===== src/rtl/pwm_peripheral.sv =====
// 16-pin PWM driver fed by the SPI register bank; all pins share one prescaled 8-bit counter.
// Optional macro PWM_SYNC_UPDATE_EN: shadow the duty cycle so it only changes at period boundaries.
module pwm_peripheral #(
  parameter int PRESCALE   = 13,
  parameter int PRESCALE_W = 16
) (
  input  logic        clk,
  input  logic        rst,
  input  logic [7:0]  en_reg_out_7_0,
  input  logic [7:0]  en_reg_out_15_8,
  input  logic [7:0]  en_reg_pwm_7_0,
  input  logic [7:0]  en_reg_pwm_15_8,
  input  logic [7:0]  pwm_duty_cycle,
  output logic [15:0] out,
  output logic        period_start
);

  localparam logic [PRESCALE_W-1:0] PRESC_MAX = PRESCALE_W'(PRESCALE - 1);

  logic [PRESCALE_W-1:0] r_presc;
  logic [7:0]            r_pwm_cnt;
  logic                  r_first;
  logic [15:0]           r_out;
  logic                  r_period_start;

  logic        w_tick;
  logic        w_wrap;
  logic [7:0]  w_duty;
  logic        w_pwm_sig;
  logic [15:0] w_en_out;
  logic [15:0] w_en_pwm;

  assign w_tick   = (r_presc == PRESC_MAX);
  assign w_wrap   = w_tick && (r_pwm_cnt == 8'hFF);
  assign w_en_out = {en_reg_out_15_8, en_reg_out_7_0};
  assign w_en_pwm = {en_reg_pwm_15_8, en_reg_pwm_7_0};

`ifdef PWM_SYNC_UPDATE_EN
  logic [7:0] r_shadow;

  // First post-reset cycle takes the live input so the opening period is not stuck at 0.
  assign w_duty = r_first ? pwm_duty_cycle : r_shadow;

  always_ff @(posedge clk) begin
    if (rst) begin
      r_shadow <= 8'h00;
    end else if (r_first || w_wrap) begin
      r_shadow <= pwm_duty_cycle;
    end
  end
`else
  assign w_duty = pwm_duty_cycle;
`endif

  // 0xFF is full-on rather than 255/256, so no one-tick low glitch.
  assign w_pwm_sig = (w_duty == 8'hFF) ? 1'b1 : (r_pwm_cnt < w_duty);

  always_ff @(posedge clk) begin
    if (rst) begin
      r_presc        <= '0;
      r_pwm_cnt      <= 8'h00;
      r_first        <= 1'b1;
      r_out          <= 16'h0000;
      r_period_start <= 1'b0;
    end else begin
      r_first        <= 1'b0;
      r_presc        <= w_tick ? '0 : r_presc + PRESCALE_W'(1);
      if (w_tick) begin
        r_pwm_cnt <= r_pwm_cnt + 8'd1;
      end
      r_period_start <= r_first || w_wrap;
      r_out          <= w_en_out & (~w_en_pwm | {16{w_pwm_sig}});
    end
  end

  assign out          = r_out;
  assign period_start = r_period_start;

endmodule


===== config.mk =====
export PLATFORM = sky130hd
export DESIGN_NAME = pwm_peripheral
export DESIGN_NICKNAME = d
export VERILOG_FILES = /design/src/rtl/pwm_peripheral.sv
export SDC_FILE = /design/constraint.sdc
export NUM_CORES = 1
export LEC_CHECK = 0
export ABC_AREA = 1
export CORE_ASPECT_RATIO = 1.1
export CORE_MARGIN = 5
export CORE_UTILIZATION = 44
export DETAILED_ROUTE_END_ITERATION = 12
export HOLD_SLACK_MARGIN = 0.12
export PLACE_DENSITY = 0.87
export SYNTH_ARGS = -nofsm -noshare
export SYNTH_HDL_FRONTEND = slang
export SYNTH_SLANG_ARGS = --single-unit

===== constraint.sdc =====
create_clock -name clk -period 1.5 [get_ports clk]
set_input_delay 0.225 -clock clk [delete_from_list [all_inputs] [get_ports clk]]
set_output_delay 0.225 -clock clk [all_outputs]
set_load 0.005 [all_outputs]

## Word level (Yosys, flattened, before mapping)

Cells that the tools add are included.

| word-level totals | value |
|---|---|
| word-level logic and storage cells | 19 |
| bits in registers | 42 |
| input bits | 42 |
| output and inout port bits | 17 |

| cells by class | value |
|---|---|
| bitwise operators | 3 |
| $lt $le $gt $ge | 1 |
| equal/unequal tests | 3 |
| reduce and logical (&&, ||, !) cells | 3 |
| multiplexer cells | 2 |
| add/sub/neg operators | 2 |

Operators by type and width:

| kind | count |
|---|---|
| $add A16 B1 Y16 const B | 1 |
| $and A16 B16 Y16 | 1 |
| $eq A16 B4 Y1 const B | 1 |
| $eq A8 B8 Y1 const B | 2 |
| $not A16 Y16 | 1 |
| $or A16 B16 Y16 | 1 |
| $add A8 B1 Y8 const B | 1 |
| $lt A8 B8 Y1 | 1 |
| $mux W1 | 2 |
| $reduce_or A2 Y1 | 1 |
| $logic_and A1 B1 Y1 | 1 |
| $logic_or A1 B1 Y1 | 1 |

## Depth between registers and ports, before layout

| depth | value |
|---|---|
| depth in word-level cells | 4 |
| gate-level depth with buffers | 12 |

## Least setup slack after synthesis

OpenSTA, ideal clock, no wires.

| timing | value |
|---|---|
| path type | register to register |
| start | register r_pwm_cnt[5] |
| end | register r_out[0], in the netlist out[0] |
| stages on the path, launching flop included | 10 |
| buffers on the path | 1 |
| data required time | 1.444 ns |
| arrival time | 1.415 ns |
| path slack | 0.029 ns |
| cells stage by stage | dfxtp_1 -> ha_1 -> a21oi_1 -> nor2_1 -> nor3_1 -> nand2_2 -> buf_4 -> nand3_1 -> nand2_1 -> inv_1 |

| on the way | value |
|---|---|
| word-level cells in the longest chain between the ends | 4 |

Ends and longest elaborated chain:

| item | line | RTL |
|---|---|---|
| start: declaration | 21 | `logic [7:0] r_pwm_cnt;` |
| start signal: assignment | 69 | `r_pwm_cnt <= r_pwm_cnt + 8'd1;` |
| $lt A8 B8 Y1 | 56 | `assign w_pwm_sig = (w_duty == 8'hFF) ? 1'b1 : (r_pwm_cnt < w_duty);` |
| $mux W1 | 56 |  |
| $or A16 B16 Y16 | 72 | `r_out <= w_en_out & (~w_en_pwm \| {16{w_pwm_sig}});` |
| $and A16 B16 Y16 | 72 |  |
| end signal: assignment | 72 |  |
| end: declaration | 23 | `logic [15:0] r_out;` |

Every way passes these cells.
A chain may end at the register's enable or synchronous reset.

## Worst setup path after layout

| timing | value |
|---|---|
| start | input port pwm_duty_cycle[4] |
| end | register r_out[14], in the netlist out[14] |

| on the way | value |
|---|---|
| word-level cells in the longest chain between the ends | 4 |

Ends and longest elaborated chain:

| item | line | RTL |
|---|---|---|
| start: declaration | 13 | `input logic [7:0] pwm_duty_cycle,` |
| $lt A8 B8 Y1 / $eq A8 B8 Y1 (equally long branches) | 56 |  |
| $mux W1 (*) | 56 |  |
| $or A16 B16 Y16 (*) | 72 |  |
| $and A16 B16 Y16 (*) | 72 |  |

Every way passes the cells marked *; elsewhere a longest branch is shown, timed or not.

==> impl_metrics.csv <==
group,metric,value,unit
critical_path,r2r-end,"out[14]",
critical_path,regToRegStartpoint,"r_pwm_cnt[5]",
power_and_ir_drop,totalPowerFinal,2.137,mW
place,dp_hpwl,3802,µm
power_and_ir_drop,leakagePower,1.452,nW
yosys,ys_top_cells_by_count,"nand2_1 (68), inv_1 (61), dfxtp_1 (42)",
clocking,clk_latency,290,ps
yosys,async_reset_ff_share,0,%
yosys,synth_edf_count,0,
sta,finalClockSkew,7.159,ps
yosys,synth_flop_cell,"dfxtp_1",
global_routing,grt_pass1_vias,2210,
clocking,cts_num_sinks,42,
sta,hold_viol_final,0,
route,drt_iter0_drc,169,
job,maxCapViolations,0,
clocking,htreeDepth,2,
min_path,min_to,"r_presc[0]",
yosys,synth_area_leaders,"dfxtp_1 (38%), nand2_1 (11%), inv_1 (10%)",
clocking,clk_path_buf_depth,2,
sta,setup_viol,0,
cells_and_area,nets,439,
yosys,syn_nets,367,
power_and_ir_drop,p_int,1.637,mW
critical_path,crit_buf_inv,4,
yosys,syn_area_per_cell,7.110,µm²
min_path,holdPathStages,1,
sta,rsz0062_at_grt,"false",
power_and_ir_drop,vdd_drop_max,0.4364,mV
clocking,clk_pin_slew,80,ps
critical_path,worstPathRequired,1740,ps
die,initial_core_util,45.10,%
yosys,ys_seq_elements,42,
critical_path,end_kind,"flop",
yosys,syn_area,0.002240,mm²
route,drt_wl_total,5291,µm
yosys,synth_top_area_share,37.54,%
place,port_buffers,58,
critical_path,startpoint_type,"input port",
die,coreArea,0.004966,mm²
die,die-area,0.006618,mm²
yosys,synth_cells,315,
critical_path,worstRegToRegCells,9,
die,fp.dieH,84.83,µm
route,wl_per_cell,11.89,µm
die,ios,59,
yosys,ys_types,28,
route,routed-via-count,2134,
critical_path,arrival,1690,ps
clocking,postCtsHoldBufs,0,
route,firstDrtPassIters,4,
critical_path,cp_common_cell,"inv_1",
cells_and_area,diodes,0,
route,via_per_inst,4.796,
power_and_ir_drop,switchingPower,0.4992,mW
critical_path,worstSetupPathType,"input port to flop",
clocking,cts_root_buffer,"clkbuf_8",
min_path,hold_path_class,"flop to flop",
global_routing,grt_pass1_wl,9321,µm
cells_and_area,area_growth,42.57,%
yosys,ys_warn_count,0,
power_and_ir_drop,combPwrFrac,13.0,%
power_and_ir_drop,power.share.switching,23.37,%
power_and_ir_drop,power.share.sequential,54.4,%
clocking,cts_buffers,5,
sta,max_freq,693.6,MHz
yosys,synthMostInstantiatedCell,"nand2_1",
sta,max_slew_margin,72.07,%
yosys,yosysSeqAreaShare,37.54,%
sta,post-route-min-period,1442,ps
sta,tightestPinTransition,415.7,ps
critical_path,critical_path.top_delay_family,"buffers and inverters",
cells_and_area,drive_gt1_share,18.60,%
global_routing,grt.total_usage,17.10,%
power_and_ir_drop,cellPowerDensity,669.1,mW/mm²
die,rows,27,
sta,report.final.slew_viol_count,0,
yosys,synth.largest_area_cell,"dfxtp_1",
cells_and_area,layoutNonFillerInstCount,445,
place,post-place-cells,436,
min_path,hold_path_startpoint,"r_presc[0]",
die,die_w,78.03,µm
clocking,cts_tree,"yes",
critical_path,crit_chain,"clkdlybuf4s50_1 > inv_1 > ha_2 > a21oi_2 > nor2_2 > nor3_4 > buf_12 > nand2_8 > nand3_1 > nand2_1 > inv_1",
power_and_ir_drop,clkPwrFrac,32.6,%
place,gp_congestion,0.8369,
route,drc,0,
critical_path,cp_max_fo,8,
sta,period_share,96.11,%
critical_path,r2r_slack,90,ps
global_routing,grt.overflow.total,0,
critical_path,crit_path_top_delay_cell,"clkdlybuf4s50_1",
global_routing,antenna_found_initial,0,
global_routing,grt_max_degree,21,
critical_path,crit_path_max_incr_delay,450,ps
run_status,status,"finished clean",
route,final_antenna_net_count,0,
-- metal layers --
layer  part of all wire, %  vias up  track usage, %
li1                      -     1107               -
met3                   7.8        8           6.051
met4                   1.2        0           5.376
met5                     0        -               0
met1                    38      951           17.87
met2                    53       68           31.59
-- cell usage in the layout (no fill, tap or decap), types with 5 or more instances in the layout --
cell and n:
clkbuf_8 5, dfxtp_1 39, clkdlybuf4s50_1 52, inv_1 59, nand2_1 65, nor2_1 27, nand4_1 9, nor2_4 5
nand2_2 5, ha_1 7, buf_4 10, nor2_2 10, xor2_1 6, nand3_2 8, nand3_1 18, a21oi_1 16
-- power by group through the flow --
stage / Clock [mW] / Sequential [mW] / Combinational (mW)
finish: 0.697 / 1.16 / 0.277
global route: 0.764 / 1.17 / 0.307
CTS: 0.730 / 1.16 / 0.274
detailed placement: 0 / 1.19 / 0.271
global placement: 0 / 1.19 / 0.266
floorplan: 0 / 1.19 / 0.0939
-- logic make-up (layout without fill, tap and decap cells) --
family	Yosys count	in the layout	share of synthesized area, %
flip-flops	42	42	37.54
AND/OR/NAND/NOR	160	161	34.41
adder cells (fa/ha/maj)	10	10	5.587
XOR/XNOR	10	10	3.910
AO/OA/AOI/OAI	23	23	5.642
buffers and inverters	70	141	12.91
-- sequential cells by signal, summed over array words and instances, names as in the netlist --
name / cells
out: 16
period_start: 1
r_first: 1
r_presc: 16
r_pwm_cnt: 8
-- metrics by stage --
step	hold WS, ps	worst slack, ps	instance area, µm²	util, %	TNS, ps
finish	445.9	58.29	3193	64.30	0
floorplan	252.7	28.92	2240	-	0
global placement	429.8	-395.5	2944	59.28	-6241
detailed placement	450.8	-450.7	2944	59.28	-6814
global route	474.6	9.191	3193	64.30	0
CTS	461.8	4.918	3110	62.64	0
-- worst max-delay path by stage --
stage | from | to | slack, ps | cells after the start
after floorplan | r_pwm_cnt[5] | out[0] | 30 | 9
after global placement | pwm_duty_cycle[5] | out[13] | -400 | 10
after detailed placement | pwm_duty_cycle[5] | out[3] | -450 | 10
after CTS | pwm_duty_cycle[5] | out[7] | 5 | 11
after global routing | pwm_duty_cycle[4] | out[14] | 9 | 10
final | pwm_duty_cycle[4] | out[14] | 60 | 11
-- final cells by class --
| type | count | area [µm²] |
|---|---|---|
| Fill cell | 385 | 1773 |
| Multi-Input combinational cell | 204 | 1244 |
| Sequential cell | 42 | 844.6 |
| Timing Repair Buffer | 70 | 703.2 |
| Inverter | 64 | 245.2 |
| Tap cell | 58 | 72.57 |
| Clock buffer | 5 | 68.82 |
| Clock inverter | 2 | 15.01 |
-- what timing repair did --
action	4_1_cts	5_1_grt
cloned	1	0
resized for setup	14	22
setup endpoints to repair	16	20
setup buffers	2	0
pin swaps	7	6
Power figures use the tool's default switching activity.
